### config.mk
export PLATFORM = sky130hd
export DESIGN_NAME = mat_lpf_ctrl
export DESIGN_NICKNAME = d
export VERILOG_FILES = /design/src/rtl/mat_lpf_ctrl_pkg.sv /design/src/rtl/mat_lpf_ctrl_lpf3_taps.sv /design/src/rtl/mat_lpf_ctrl.sv
export SDC_FILE = /design/constraint.sdc
export NUM_CORES = 1
export LEC_CHECK = 0
export CAP_MARGIN = 5
export CORE_UTILIZATION = 38
export CTS_CLUSTER_DIAMETER = 100
export DETAILED_ROUTE_END_ITERATION = 10
export PLACE_DENSITY = 0.57
export SLEW_MARGIN = 20
export SYNTH_ARGS = -nofsm -noshare
export SYNTH_HDL_FRONTEND = slang
export SYNTH_SLANG_ARGS = --single-unit
### constraint.sdc
create_clock -name clk -period 2.4 [get_ports clk]
set_input_delay 0.36 -clock clk [delete_from_list [all_inputs] [get_ports clk]]
set_output_delay 0.36 -clock clk [all_outputs]
set_load 0.01 [all_outputs]
### src/rtl/mat_lpf_ctrl_pkg.sv
// rtl/mat_lpf_ctrl_pkg.sv - shared states and widths for the image low-pass frame sequencer
package mat_lpf_ctrl_pkg;

    typedef enum logic [1:0] {
        S_IDLE  = 2'd0,
        S_READ  = 2'd1,
        S_FLUSH = 2'd2,
        S_DONE  = 2'd3
    } state_t;

    localparam int PIX_W     = 8;
    localparam int SUM_W     = 10;
    localparam int KSHIFT    = 2;
    localparam int FLUSH_CYC = 3;

endpackage

### src/rtl/mat_lpf_ctrl_lpf3_taps.sv
// rtl/mat_lpf_ctrl_lpf3_taps.sv - 3-stage tagged tap line with the [1 2 1]/4 kernel
module lpf3_taps
    import mat_lpf_ctrl_pkg::*;
#(
    parameter int COLS       = 16,
    parameter int ADDR_WIDTH = 8,
    parameter int COL_W      = 4
) (
    input  logic                  clk,
    input  logic                  rst,
    input  logic                  i_en,
    input  logic                  i_v,
    input  logic [PIX_W-1:0]      i_d,
    input  logic [COL_W-1:0]      i_col,
    input  logic [ADDR_WIDTH-1:0] i_addr,
    output logic                  o_win_v,
    output logic [ADDR_WIDTH-1:0] o_addr,
    output logic [PIX_W-1:0]      o_q
);

    localparam logic [COL_W:0] C_ONE = (COL_W+1)'(1);
    localparam logic [COL_W:0] C_HI  = (COL_W+1)'(COLS - 2);

    logic [2:0]            r_v;
    logic [PIX_W-1:0]      r_d0, r_d1, r_d2;
    logic [COL_W-1:0]      r_col0, r_col1, r_col2;
    logic [ADDR_WIDTH-1:0] r_addr0, r_addr1;
    logic [COL_W:0]        w_c0, w_c1, w_c2;

    always_ff @(posedge clk) begin
        if (rst) begin
            r_v     <= '0;
            r_d0    <= '0;
            r_d1    <= '0;
            r_d2    <= '0;
            r_col0  <= '0;
            r_col1  <= '0;
            r_col2  <= '0;
            r_addr0 <= '0;
            r_addr1 <= '0;
        end else if (i_en) begin
            r_v     <= {r_v[1:0], i_v};
            r_d0    <= i_d;
            r_d1    <= r_d0;
            r_d2    <= r_d1;
            r_col0  <= i_col;
            r_col1  <= r_col0;
            r_col2  <= r_col1;
            r_addr0 <= i_addr;
            r_addr1 <= r_addr0;
        end
    end

    // Consecutive columns around an interior centre can only come from one row.
    assign w_c0    = {1'b0, r_col0};
    assign w_c1    = {1'b0, r_col1};
    assign w_c2    = {1'b0, r_col2};
    assign o_win_v = (&r_v) && (w_c1 >= C_ONE) && (w_c1 <= C_HI)
                     && (w_c0 == w_c1 + C_ONE) && (w_c2 + C_ONE == w_c1);
    assign o_addr  = r_addr1;
    assign o_q     = PIX_W'((SUM_W'(r_d2) + (SUM_W'(r_d1) << 1) + SUM_W'(r_d0)) >> KSHIFT);

endmodule

### src/rtl/mat_lpf_ctrl.sv
// rtl/mat_lpf_ctrl.sv - frame sequencer: source scan, 3-tap low-pass, destination write; MAT_LPF_CTRL_STALL_EN adds stall
module mat_lpf_ctrl
    import mat_lpf_ctrl_pkg::*;
#(
    parameter int ADDR_WIDTH = 8,
    parameter int COLS       = 16,
    parameter int ROWS       = 16
) (
    input  logic                  clk,
    input  logic                  rst,
    input  logic                  start,
`ifdef MAT_LPF_CTRL_STALL_EN
    input  logic                  stall,
`endif
    output logic                  busy,
    output logic                  done,
    output logic [ADDR_WIDTH-1:0] src_addr,
    output logic                  src_oe,
    input  logic [PIX_W-1:0]      src_rd_q,
    output logic [ADDR_WIDTH-1:0] dst_addr,
    output logic                  dst_we,
    output logic [PIX_W-1:0]      dst_wr_q
);

    localparam int                    COL_W     = $clog2(COLS);
    localparam logic [ADDR_WIDTH-1:0] LAST_ADDR = ADDR_WIDTH'(ROWS*COLS - 1);
    localparam logic [COL_W-1:0]      LAST_COL  = COL_W'(COLS - 1);

    state_t                r_state, w_next;
    logic [ADDR_WIDTH-1:0] r_addr;
    logic [COL_W-1:0]      r_col;
    logic [1:0]            r_flush;
    logic                  r_rd_v;
    logic [COL_W-1:0]      r_rd_col;
    logic [ADDR_WIDTH-1:0] r_rd_addr;
    logic                  r_skid_v;
    logic [PIX_W-1:0]      r_skid_d;
    logic                  r_we;
    logic [ADDR_WIDTH-1:0] r_dst_addr;
    logic [PIX_W-1:0]      r_dst_q;
    logic                  w_stall, w_adv, w_issue, w_win_v;
    logic [PIX_W-1:0]      w_rd_d, w_tap_q;
    logic [ADDR_WIDTH-1:0] w_tap_addr;

`ifdef MAT_LPF_CTRL_STALL_EN
    assign w_stall = stall;
`else
    assign w_stall = 1'b0;
`endif
    assign w_adv   = !w_stall;
    assign w_issue = (r_state == S_READ) && w_adv;

    always_ff @(posedge clk) begin
        if (rst)        r_state <= S_IDLE;
        else if (w_adv) r_state <= w_next;
    end

    always_comb begin
        w_next   = r_state;
        busy     = (r_state != S_IDLE);
        done     = (r_state == S_DONE) && w_adv;
        src_oe   = w_issue;
        dst_we   = r_we && w_adv;
        case (r_state)
            S_IDLE:  if (start) w_next = S_READ;
            S_READ:  if (r_addr == LAST_ADDR) w_next = S_FLUSH;
            S_FLUSH: if (r_flush == 2'(FLUSH_CYC - 1)) w_next = S_DONE;
            S_DONE:  w_next = S_IDLE;
            default: w_next = S_IDLE;
        endcase
    end

    always_ff @(posedge clk) begin
        if (rst) begin
            r_addr  <= '0;
            r_col   <= '0;
            r_flush <= '0;
        end else if (w_adv) begin
            case (r_state)
                S_IDLE: begin
                    if (start) begin
                        r_addr <= '0;
                        r_col  <= '0;
                    end
                end
                S_READ: begin
                    if (r_addr != LAST_ADDR) begin
                        r_addr <= r_addr + ADDR_WIDTH'(1);
                        r_col  <= (r_col == LAST_COL) ? '0 : r_col + COL_W'(1);
                    end
                end
                S_FLUSH: r_flush <= r_flush + 2'd1;
                default: r_flush <= '0;
            endcase
        end
    end

    // Data for a read returns while the line may be stalled; park it until the taps move.
    always_ff @(posedge clk) begin
        if (rst) begin
            r_rd_v    <= 1'b0;
            r_rd_col  <= '0;
            r_rd_addr <= '0;
            r_skid_v  <= 1'b0;
            r_skid_d  <= '0;
        end else if (w_adv) begin
            r_rd_v    <= w_issue;
            r_rd_col  <= r_col;
            r_rd_addr <= r_addr;
            r_skid_v  <= 1'b0;
        end else if (r_rd_v && !r_skid_v) begin
            r_skid_v  <= 1'b1;
            r_skid_d  <= src_rd_q;
        end
    end

    assign w_rd_d = r_skid_v ? r_skid_d : src_rd_q;

    lpf3_taps #(
        .COLS       (COLS),
        .ADDR_WIDTH (ADDR_WIDTH),
        .COL_W      (COL_W)
    ) u_taps (
        .clk     (clk),
        .rst     (rst),
        .i_en    (w_adv),
        .i_v     (r_rd_v),
        .i_d     (w_rd_d),
        .i_col   (r_rd_col),
        .i_addr  (r_rd_addr),
        .o_win_v (w_win_v),
        .o_addr  (w_tap_addr),
        .o_q     (w_tap_q)
    );

    always_ff @(posedge clk) begin
        if (rst) begin
            r_we       <= 1'b0;
            r_dst_addr <= '0;
            r_dst_q    <= '0;
        end else if (w_adv) begin
            r_we <= w_win_v;
            if (w_win_v) begin
                r_dst_addr <= w_tap_addr;
                r_dst_q    <= w_tap_q;
            end
        end
    end

    assign src_addr = r_addr;
    assign dst_addr = r_dst_addr;
    assign dst_wr_q = r_dst_q;

endmodule

[After elaboration in Yosys (flattened, before gate mapping)]
Index checks and enable logic that the tools add are counted.
Word-level totals
  memories kept: 0
  bits in latches: 0
  memory bits (writable): 0
  output and inout bits: 28
  word-level logic and storage cells: 64
  memory bits (read-only): 0
  bits in registers: 101
  bits of input ports: 11
Operators by class
  shift operators: 0
  order comparisons: 2
  $add $sub $neg: 7
  mux-type cells: 12
  div/mod/pow operators: 0
  $mul: 0
  bitwise operators: 0
  equality and inequality tests: 13
  reductions and logical operators: 11
Operators by type and width (count)
  8-bit two-way mux: 2
  8-bit case mux with 2 select lines: 1
  4-bit two-way mux: 3
  10-bit by 8-bit adder with 10-bit output: 1
  4-bit by 1-bit adder with 5-bit output, second input constant: 2
  8-bit by 9-bit adder with 10-bit output: 1
  3-bit AND reduction: 3
  8-bit by 1-bit adder with 8-bit output, second input constant: 1
  8-bit == test, second input constant: 1
  8-bit != test, second input constant: 1
  2-bit case mux with 4 select lines: 1
  4-bit case mux with 2 select lines: 1
  2-bit == test, second input constant: 3
  2-bit two-way mux: 3
  4-bit by 5-bit == test with 1-bit output: 1
  5-bit by 4-bit == test with 1-bit output: 1
  4-bit by 1-bit adder with 4-bit output, second input constant: 1
  4-bit == test, second input constant: 1
  4-bit by 1-bit >= comparator with 1-bit output, second input constant: 1
  4-bit <= comparator, second input constant: 1
  1-bit logical AND: 4
  2-bit by 1-bit != test with 1-bit output, second input constant: 2
  2-bit != test, second input constant: 2
  2-bit case mux with 2 select lines: 1
  5 further kinds: 6

[Logic depth before layout (Yosys ltp)]
Gate-level depths: netlist of run 1.
  word-level depth: 5
  mapped depth: 9
  depth with buffers taken out: 9

[Cells and area by module]
Synthesis of run 1 repeated with hierarchy kept, for this count alone.
Second synthesis, totals
  cells, all modules: 451
  area total of the unflattened synthesis: 4483.0 µm²
By module, submodules not included
  lpf3_taps: cells an instance 259, seq. area each 1101.1 µm², area an instance 2617.5 µm², times used 1
  mat_lpf_ctrl: cells an instance 192, seq. area each 920.9 µm², area an instance 1865.5 µm², times used 1

[Least setup slack after synthesis of run 1]
No wires, ideal clock.
  path kind: reg-to-reg
  from: register u_taps.r_d2[1]
  to: register r_dst_q[7] (netlist: dst_wr_q[7])
  arrival time: 2.135 ns
  library setup time: 0.086 ns
  data required time: 2.314 ns
  stages on the path, launching flop included: 10
  setup slack: 0.180 ns
  clock period less this slack: 2.220 ns
  buffers on the path: 0
  path through: dfxtp_1 -> inv_1 -> fa_1 -> nand3b_1 -> fa_1 -> nand2b_1 -> a21oi_1 -> o31ai_1 -> o2bb2ai_1 -> a211oi_1
On the way
  cells in the longest elaborated chain, start to end: 2
Ends and longest elaborated chain
  start, declared: line mat_lpf_ctrl_lpf3_taps.sv:25  | logic [PIX_W-1:0] r_d0, r_d1, r_d2;
  start signal, assigned: line mat_lpf_ctrl_lpf3_taps.sv:45  | r_d2 <= r_d1;
  8-bit by 9-bit adder with 10-bit output: line mat_lpf_ctrl_lpf3_taps.sv:61  | assign o_q = PIX_W'((SUM_W'(r_d2) + (SUM_W'(r_d1) << 1) + SUM_W'(r_d0)) >> KSHIFT);
  10-bit by 8-bit adder with 10-bit output: line mat_lpf_ctrl_lpf3_taps.sv:61
  end signal, assigned: line mat_lpf_ctrl.sv:145  | r_dst_q <= w_tap_q;
  end, declared: line mat_lpf_ctrl.sv:40  | logic [PIX_W-1:0] r_dst_q;
No other way between the ends.
A chain may end at the register's enable or synchronous reset.

[Worst setup path in the final report of run 1]
  from: register u_taps.r_d2[2]
  to: register r_dst_q[6] (netlist: dst_wr_q[6])
The elaborated chain is that of the path after synthesis.

==> results of run 1 <==
-- what timing repair did --
action                                  CTS  global route
gates resized for setup                   1            23
hold endpoints to repair                  0             0
setup buffers                             1             2
endpoints found under the setup margin    2            16
pin swaps                                 1             9
-- kinds of logic after synthesis --
group | count (synthesis) | share of synthesized area
AO/OA/AOI/OAI | 74 | 0.110
adder cells (fa/ha/maj) | 28 | 0.102
buffers and inverters | 37 | 0.0354
XOR/XNOR | 16 | 0.0348
multiplexers | 3 | 0.00746
AND/OR/NAND/NOR | 148 | 0.208
flip-flops | 101 | 0.502
-- synth_stat cells, drive strengths merged (4+ instances only) --
library cell	number	area (sq um)
inv	19	71.3
nand2b	6	37.5
o21ai	24	120
clkbuf	16	62.6
dfxtp	101	2020
xor2	12	105
nor2	25	93.8
a21oi	24	120
a31oi	5	31.3
nor2b	64	400
fa	8	160
ha	20	250
nand2	6	22.5
nor3	4	20.0
xnor2	4	35.0
and3	4	25.0
nand4	4	25.0
nand3	20	100
-- routing by layer --
metal  GRT usage  routed length [microns]  vias up
li1            -                        -     1454
met1       0.182                     3340     1329
met3      0.0349                      305        9
met2       0.251                     3570       54
met4      0.0604                       91        0
met5           0                        0        -
-- power by group --
| part | internal, uW | switching (uW) |
|---|---|---|
| clock | 595 | 584 |
| combinational | 269 | 318 |
| sequential | 1750 | 52.2 |
-- flip-flops by register name, indices dropped and copies added, names as in the netlist --
| register | cells |
|---|---|
| r_rd_v | 1 |
| r_rd_addr | 8 |
| u_taps.r_col0 | 4 |
| dst_we | 1 |
| r_state | 2 |
| u_taps.r_col2 | 4 |
| r_flush | 2 |
| u_taps.r_d2 | 8 |
| u_taps.r_d0 | 8 |
| r_rd_col | 4 |
| u_taps.o_addr | 8 |
| u_taps.r_col1 | 4 |
| u_taps.r_d1 | 8 |
| u_taps.r_addr0 | 8 |
| src_addr | 8 |
| dst_wr_q | 8 |
| dst_addr | 8 |
| u_taps.r_v | 3 |
| r_col | 4 |
-- worst register-to-register path: cells and delay by family (launching register included) --
kind,cells,cell delay (ns)
adder cells (fa/ha/maj),2,0.81
AND/OR/NAND/NOR,3,0.69
flip-flops,1,0.33
AO/OA/AOI/OAI,2,0.42
-- placed cells by master (no fill, tap or decap), types with 3 or more instances in the layout --
cell             synthesis  routed
nand3_1                 20      20
dfxtp_2                  0       6
a21oi_1                 24      23
a31oi_1                  5       5
ha_1                    20      19
mux2i_1                  3       3
o211ai_1                 3       3
nand2_1                  6       6
nor2b_1                 64      64
dfxtp_1                101      95
nand4_1                  4       4
xor2_1                  12      12
xnor2_1                  4       4
clkdlybuf4s50_1          0      37
and3_1                   4       4
nor2_1                  25      25
nor3_1                   4       3
fa_1                     8       7
buf_4                    0       8
clkbuf_8                 0       9
inv_1                   19      17
o21ai_0                 24      23
nand2b_1                 6       5
-- through the flow --
stage / hold slack (ns) / util / power, uW / setup TNS (ns) / std cells
floorplan: 0.414 / - / 2220 / 0 / 407
global placement: 0.418 / 0.446 / 2400 / 0 / 570
detailed placement: 0.420 / 0.446 / 2410 / -0.0305 / 570
CTS: 0.424 / 0.469 / 3600 / 0 / 587
global route: 0.435 / 0.479 / 3780 / -0.0943 / 589
finish: 0.430 / 0.479 / 3560 / 0 / 589
-- layout make-up --
cell class / instances / area, sq um / share of cell area
Timing Repair Buffer: 48 / 475 / 0.0967
Inverter: 19 / 71.3 / 0.0145
Tap cell: 136 / 170 / 0.0346
Clock buffer: 10 / 128 / 0.0259
Multi-Input combinational cell: 269 / 1950 / 0.397
Clock inverter: 6 / 92.6 / 0.0188
Sequential cell: 101 / 2030 / 0.413
-- final timing paths --
path	startpoint	depth (start not counted)	endpoint	slack (ns)
worst max-delay path	u_taps.r_d2[2]	7	dst_wr_q[6]	0.06
worst min-delay path	rst	2	u_taps.o_addr[4]	0.43
worst max register to register	u_taps.r_d2[2]	7	dst_wr_q[6]	0.06
worst min register to register	r_rd_addr[4]	1	u_taps.r_addr0[4]	0.44
==> summary.txt, run 1 <==
Outcome
  • Status: finished, final reports clean

Routing
  • Iter 0 DRT Violations: 56
  • Via/cell ratio: approximately 4.8
  • Post-DRT Antenna Nets: 0
  • Drt total wl: 7310 microns
  • Number of remaining DRC errors: 0
  • Vias post-DR: 2,846
  • Drt wl/cell: ~12 microns
  • Initial DRT Pass Iterations: 4

Global route
  • Vias in the first global route: about 2.8k
  • First-pass GRT wire length: approximately 13,000 microns
  • Largest net degree at the start of global routing: 44
  • Global-route usage over all layers: 0.149
  • Remaining Overflow, GRT: 0
  • Initial antenna violation count: 0

Synthesis
  • Post-synth ARST share: 0
  • Syn Area/Cell: 9.89 sq um
  • Top_reg_cell synth: dfxtp_1
  • Post-synth EDFFs: 0
  • Post-Syn Instances: ~410
  • Seq/Total Area, Yosys: 0.502
  • Yosys warning count: 0
  • FF+latch count, synth: just over 100
  • Syn nets: between 400 and 500
  • Synth unique cells: 48
  • Mapped cell area: 4030 sq um

Power
  • PwrDens: slightly above 700 nW/um^2
  • Maximum vdd drop: 470 uV
  • Pleak: roughly 0.0019 uW

Setup path
  • Crit path launch type: register
  • Critical path's slowest cell: fa_1
  • CP Class: register to register
  • CP Cell Sequence: fa_1 > ha_1 > and4b_1 > o31a_1 > nor3_2 > or4_4 > a311oi_2
  • Critical Path End Type: register
  • Crit path buf inv count: 0
  • Crit-path leading delay family: adder cells
  • Critical Path Fanout Max: 2
  • Critical path data required time: between 2 and 3 ns
  • Slowest Stage Delay on Critical Path: 0.51 ns
  • Arr. time, crit path: about 2.6 ns

Place
  • Placed inst area: roughly 4600 sq um
  • Final estimated routing congestion in global placement: 0.789
  • DPL Wire Length: 4920 microns
  • Port bufs: 38
  • DP Worst Slack: -0.0305 ns

CTS
  • CTS Buf Count: 9
  • Cts hold-fix bufs: 0
  • Clock sinks: a little over 100
  • Clock Tree Buf Depth: 2
  • Clk_lat worst skew: approximately 0.35 ns
  • CTS tree: built
  • Root buffer cell: clkbuf_8
  • Clock Pin Slew Worst Setup and Hold Paths: 0.10 ns
  • Htree depth: 3

Run
  • Max-Cap Viols: 0

Layout
  • Area grow syn2layout: 22.2%
  • Final net count: 487
  • Ant diodes: 0
  • Post-route cell area: roughly 4900 sq um
  • Share of cells above drive strength 1: 0.115
  • Fill cell count: between 900 and 1k

STA
  • Max Fclk: roughly 430 MHz
  • Slew HR: 0.546
  • Final Slew Violations: 0
  • Min Tclk post-route: between 2 and 2.5 ns
  • Worst-Margin Slew: 0.678 ns
  • Final Hold Fails: 0
  • Final period util: 0.973
  • Final WS setup: 0.0642 ns
  • RSZ-0062 raised after global routing: true
  • Clk_skew: just under 0.009 ns
  • Final setup vio count: 0

Floorplan
  • Die height: around 100 microns
  • Core area: between 10,000 and 15,000 sq um
  • Die Area: approximately 11,000 sq um
  • # rows: 37
  • Starting density of the core: 0.392
  • I/O Pins: 39
  • Die width: between 100 and 150 microns

Hold path
  • HP Class: input port to register
No activity file was read; power rests on OpenSTA's default activity.
==> run 2, diff against run 1 <==
--- a/config.mk
+++ b/config.mk
@@ -14,3 +14,4 @@
 export SYNTH_ARGS = -nofsm -noshare
 export SYNTH_HDL_FRONTEND = slang
 export SYNTH_SLANG_ARGS = --single-unit
+export TNS_END_PERCENT = 5
==> constraint.sdc (replaced) <==
create_clock -name clk -period 2.4 [get_ports clk]
set_input_delay 0.36 -clock clk [delete_from_list [all_inputs] [get_ports clk]]
set_output_delay 0.36 -clock clk [all_outputs]
set_load 0.02 [all_outputs]
==> run 2 against run 1 <==
Non-clock buffer count shrank 1. Die area stayed put. Maximum frequency decreased by 1.7%. Global-route usage about the same. Sequential share of layout area increased by 0.26 points. Combinational power increased by 3.7%. Total power up 0.60%. Critical path type unchanged. Critical endpoint unchanged. Highest routed layer unchanged.
==> summary.txt, run 2 (same netlist as run 1, synthesis figures left out) <==
Outcome
  • Status: finished, final reports clean (unchanged)

Place
  • Final estimated routing congestion in global placement: 0.789 (unchanged)
  • Port bufs: 38 (unchanged)
  • DPL Wire Length: 4920 microns (unchanged)

Setup path
  • Crit path launch type: register (unchanged)
  • CP Class: register to register (unchanged)
  • Arr. time, crit path: 2.65 ns (was 2.61 ns)
  • Slowest Stage Delay on Critical Path: 0.51 ns (about the same)
  • R2r worst-path depth: 7 (unchanged)
  • Critical path's slowest cell: fa_1 (unchanged)
  • RR Endpoint: dst_wr_q[6] (unchanged)
  • Critical path data required time: 2.67 ns (about the same)
  • CP Cell Sequence: fa_1 > ha_1 > and4b_1 > o31a_1 > nor3_2 > or4_4 > a311oi_2 (unchanged)
  • Critical Path Fanout Max: 3 (was 2)
  • R2R setup slack: 0.02 ns (was 0.06 ns)
  • Worst R2R Start: u_taps.r_d2[2] (unchanged)
  • Critical Path End Type: register (unchanged)

Floorplan
  • Die height: 105 microns (unchanged)
  • Die width: 105 microns (unchanged)
  • I/O Pins: 39 (unchanged)
  • Starting density of the core: 0.392 (unchanged)
  • Die Area: 11,000 sq um (unchanged)
  • Core area: 10,300 sq um (unchanged)
  • # rows: 37 (unchanged)

Power
  • NetSw: 976 uW (was 954 uW)
  • PwrDens: 735 nW/um^2 (was 725 nW/um^2)
  • Combinational share of power: 0.170 (was 0.165)
  • Net Sw Frac: 0.272 (was 0.268)
  • Clock power frac: 0.329 (was 0.331)
  • Maximum vdd drop: 510 uV (was 470 uV)
  • Seq pwr share: 0.501 (was 0.505)
  • Pleak: 0.00189 uW (about the same)
  • Int Power: 2610 uW (about the same)

Routing
  • Via/cell ratio: 4.82 (was 4.83)
  • Iter 0 DRT Violations: 63 (was 56)
  • WL met3: 302 microns (was 305 microns)
  • DR top layer: met4 (unchanged)
  • Vias post-DR: 2,835 (was 2,846)
  • Met1 wire length: 3360 microns (was 3340 microns)
  • Number of remaining DRC errors: 0 (unchanged)
  • Post-DRT Antenna Nets: 0 (unchanged)
  • Drt wl/cell: 12.4 microns (about the same)
  • Drt total wl: 7290 microns (was 7310 microns)
  • Initial DRT Pass Iterations: 4 (unchanged)
  • Met2 WL post-DR: 3540 microns (was 3570 microns)

Global route
  • First-pass GRT wire length: 13,100 microns (about the same)
  • Initial antenna violation count: 0 (unchanged)
  • Global-route usage over all layers: 0.149 (about the same)
  • Remaining Overflow, GRT: 0 (unchanged)
  • Largest net degree at the start of global routing: 44 (unchanged)
  • Vias in the first global route: 2,824 (was 2,832)

Layout
  • Area grow syn2layout: 21.2% (was 22.2%)
  • Footprint of the multi-input gates: 1920 sq um (was 1950 sq um)
  • Final net count: 486 (was 487)
  • Most frequent cells in the layout: dfxtp_1, nor2b_1, clkdlybuf4s50_1 (unchanged)
  • Commonest non-fill, non-tap cell in the layout: dfxtp_1 (unchanged)
  • Ant diodes: 0 (unchanged)
  • Share of cells above drive strength 1: 0.0951 (was 0.115)
  • Fill cell count: 995 (was 989)
  • Reg area: 2030 sq um (about the same)
  • Post-layout util: 0.475 (was 0.479)

Hold path
  • Hold path cells: 2 (unchanged)
  • HP Class: input port to register (unchanged)
  • Hold_sp: rst (unchanged)
  • Hold Crit Endpoint: r_col[3] (was u_taps.o_addr[4])

STA
  • Final setup TNS: 0 ns (unchanged)
  • Min Tclk post-route: 2.38 ns (was 2.34 ns)
  • Final Hold Slack: 0.429 ns (was 0.430 ns)
  • Final setup vio count: 0 (unchanged)
  • Slew HR: 0.544 (was 0.546)
  • Final period util: 0.990 (was 0.973)
  • Max Fclk: 421 MHz (was 428 MHz)
  • Clk_skew: 0.00947 ns (was 0.00878 ns)
  • Final Hold Fails: 0 (unchanged)
  • RSZ-0062 raised after global routing: true (unchanged)
  • Final Slew Violations: 0 (unchanged)
  • Worst-Margin Slew: 0.680 ns (was 0.678 ns)

CTS
  • Clock Tree Buf Depth: 2 (unchanged)
  • Clock Pin Slew Worst Setup and Hold Paths: 0.10 ns (about the same)
  • CTS Buf Count: 9 (unchanged)
  • Clock sinks: 101 (unchanged)
  • Root buffer cell: clkbuf_8 (unchanged)
  • CTS tree: built (unchanged)
  • Clk_lat worst skew: 0.35 ns (about the same)
  • Htree depth: 3 (unchanged)

Run
  • Max-Cap Viols: 0 (unchanged)
## run 2: changes by cell type in the layout (fill, tap and decap cells not counted), sizes merged
cell  before  now
buf       11   10
## run 2: how the worst max path moves through the flow
stage | start | slack, ns | endpoint
CTS | u_taps.r_d2[2] | -0.008 | dst_wr_q[6]
global route | u_taps.r_d2[2] | -0.07 | dst_wr_q[6]
detailed placement | u_taps.r_d1[0] | -0.03 | dst_wr_q[7]
floorplan | u_taps.r_d2[1] | 0.18 | dst_wr_q[7]
finish | u_taps.r_d2[2] | 0.02 | dst_wr_q[6]
global placement | u_taps.r_d2[1] | 0.04 | dst_wr_q[7]
## run 2: per-layer routing
layer,track usage,up-vias
met4,0.0584,0
met5,0,-
met3,0.0343,9
li1,-,1456
met2,0.251,45
met1,0.183,1325
## run 2: stage by stage
| step | instances | total power (uW) | area, sq um | setup slack (ns) |
|---|---|---|---|---|
| 6_report | 588 | 3590 | 4880 | 0.0238 |
| 5_1_grt | 588 | 3800 | 4880 | -0.0735 |
| 4_1_cts | 586 | 3620 | 4810 | -0.00813 |
| 3_5_place_dp | 570 | 2430 | 4580 | -0.0305 |
| 3_3_place_gp | 570 | 2420 | 4580 | 0.0397 |
| 2_1_floorplan | 407 | 2240 | 4030 | 0.180 |
## run 2: worst max-delay path, delay by kind of cell (launching register included)
| kind | cells | cell delay [ns] |
|---|---|---|
| adders and majority gates | 2 | 0.81 |
| and+or+nand+nor | 3 | 0.70 |
| AOI/OAI and AO/OA | 2 | 0.45 |
| DFF | 1 | 0.33 |
## run 2: power by group through the flow
stage | clock network (uW) | logic [uW] | registers, uW
global route | 1310 | 679 | 1810
floorplan | 0 | 408 | 1840
CTS | 1220 | 603 | 1800
global placement | 0 | 589 | 1840
finish | 1180 | 609 | 1800
detailed placement | 0 | 597 | 1840
## run 2: repair_timing
action	4_1_cts	5_1_grt
setup buffers	0	2
endpoints found under the setup margin	2	16
resized for setup	1	14
pin swaps	0	5
hold buffers	0	0
## run 2: cell type report
cell class | count | area share
sequential | 101 | 0.415
multi-input combinational | 269 | 0.394
timing repair buffer | 47 | 0.0959
tap | 136 | 0.0349
clock buffer | 10 | 0.0262
clock inverter | 6 | 0.0190
inverter | 19 | 0.0146
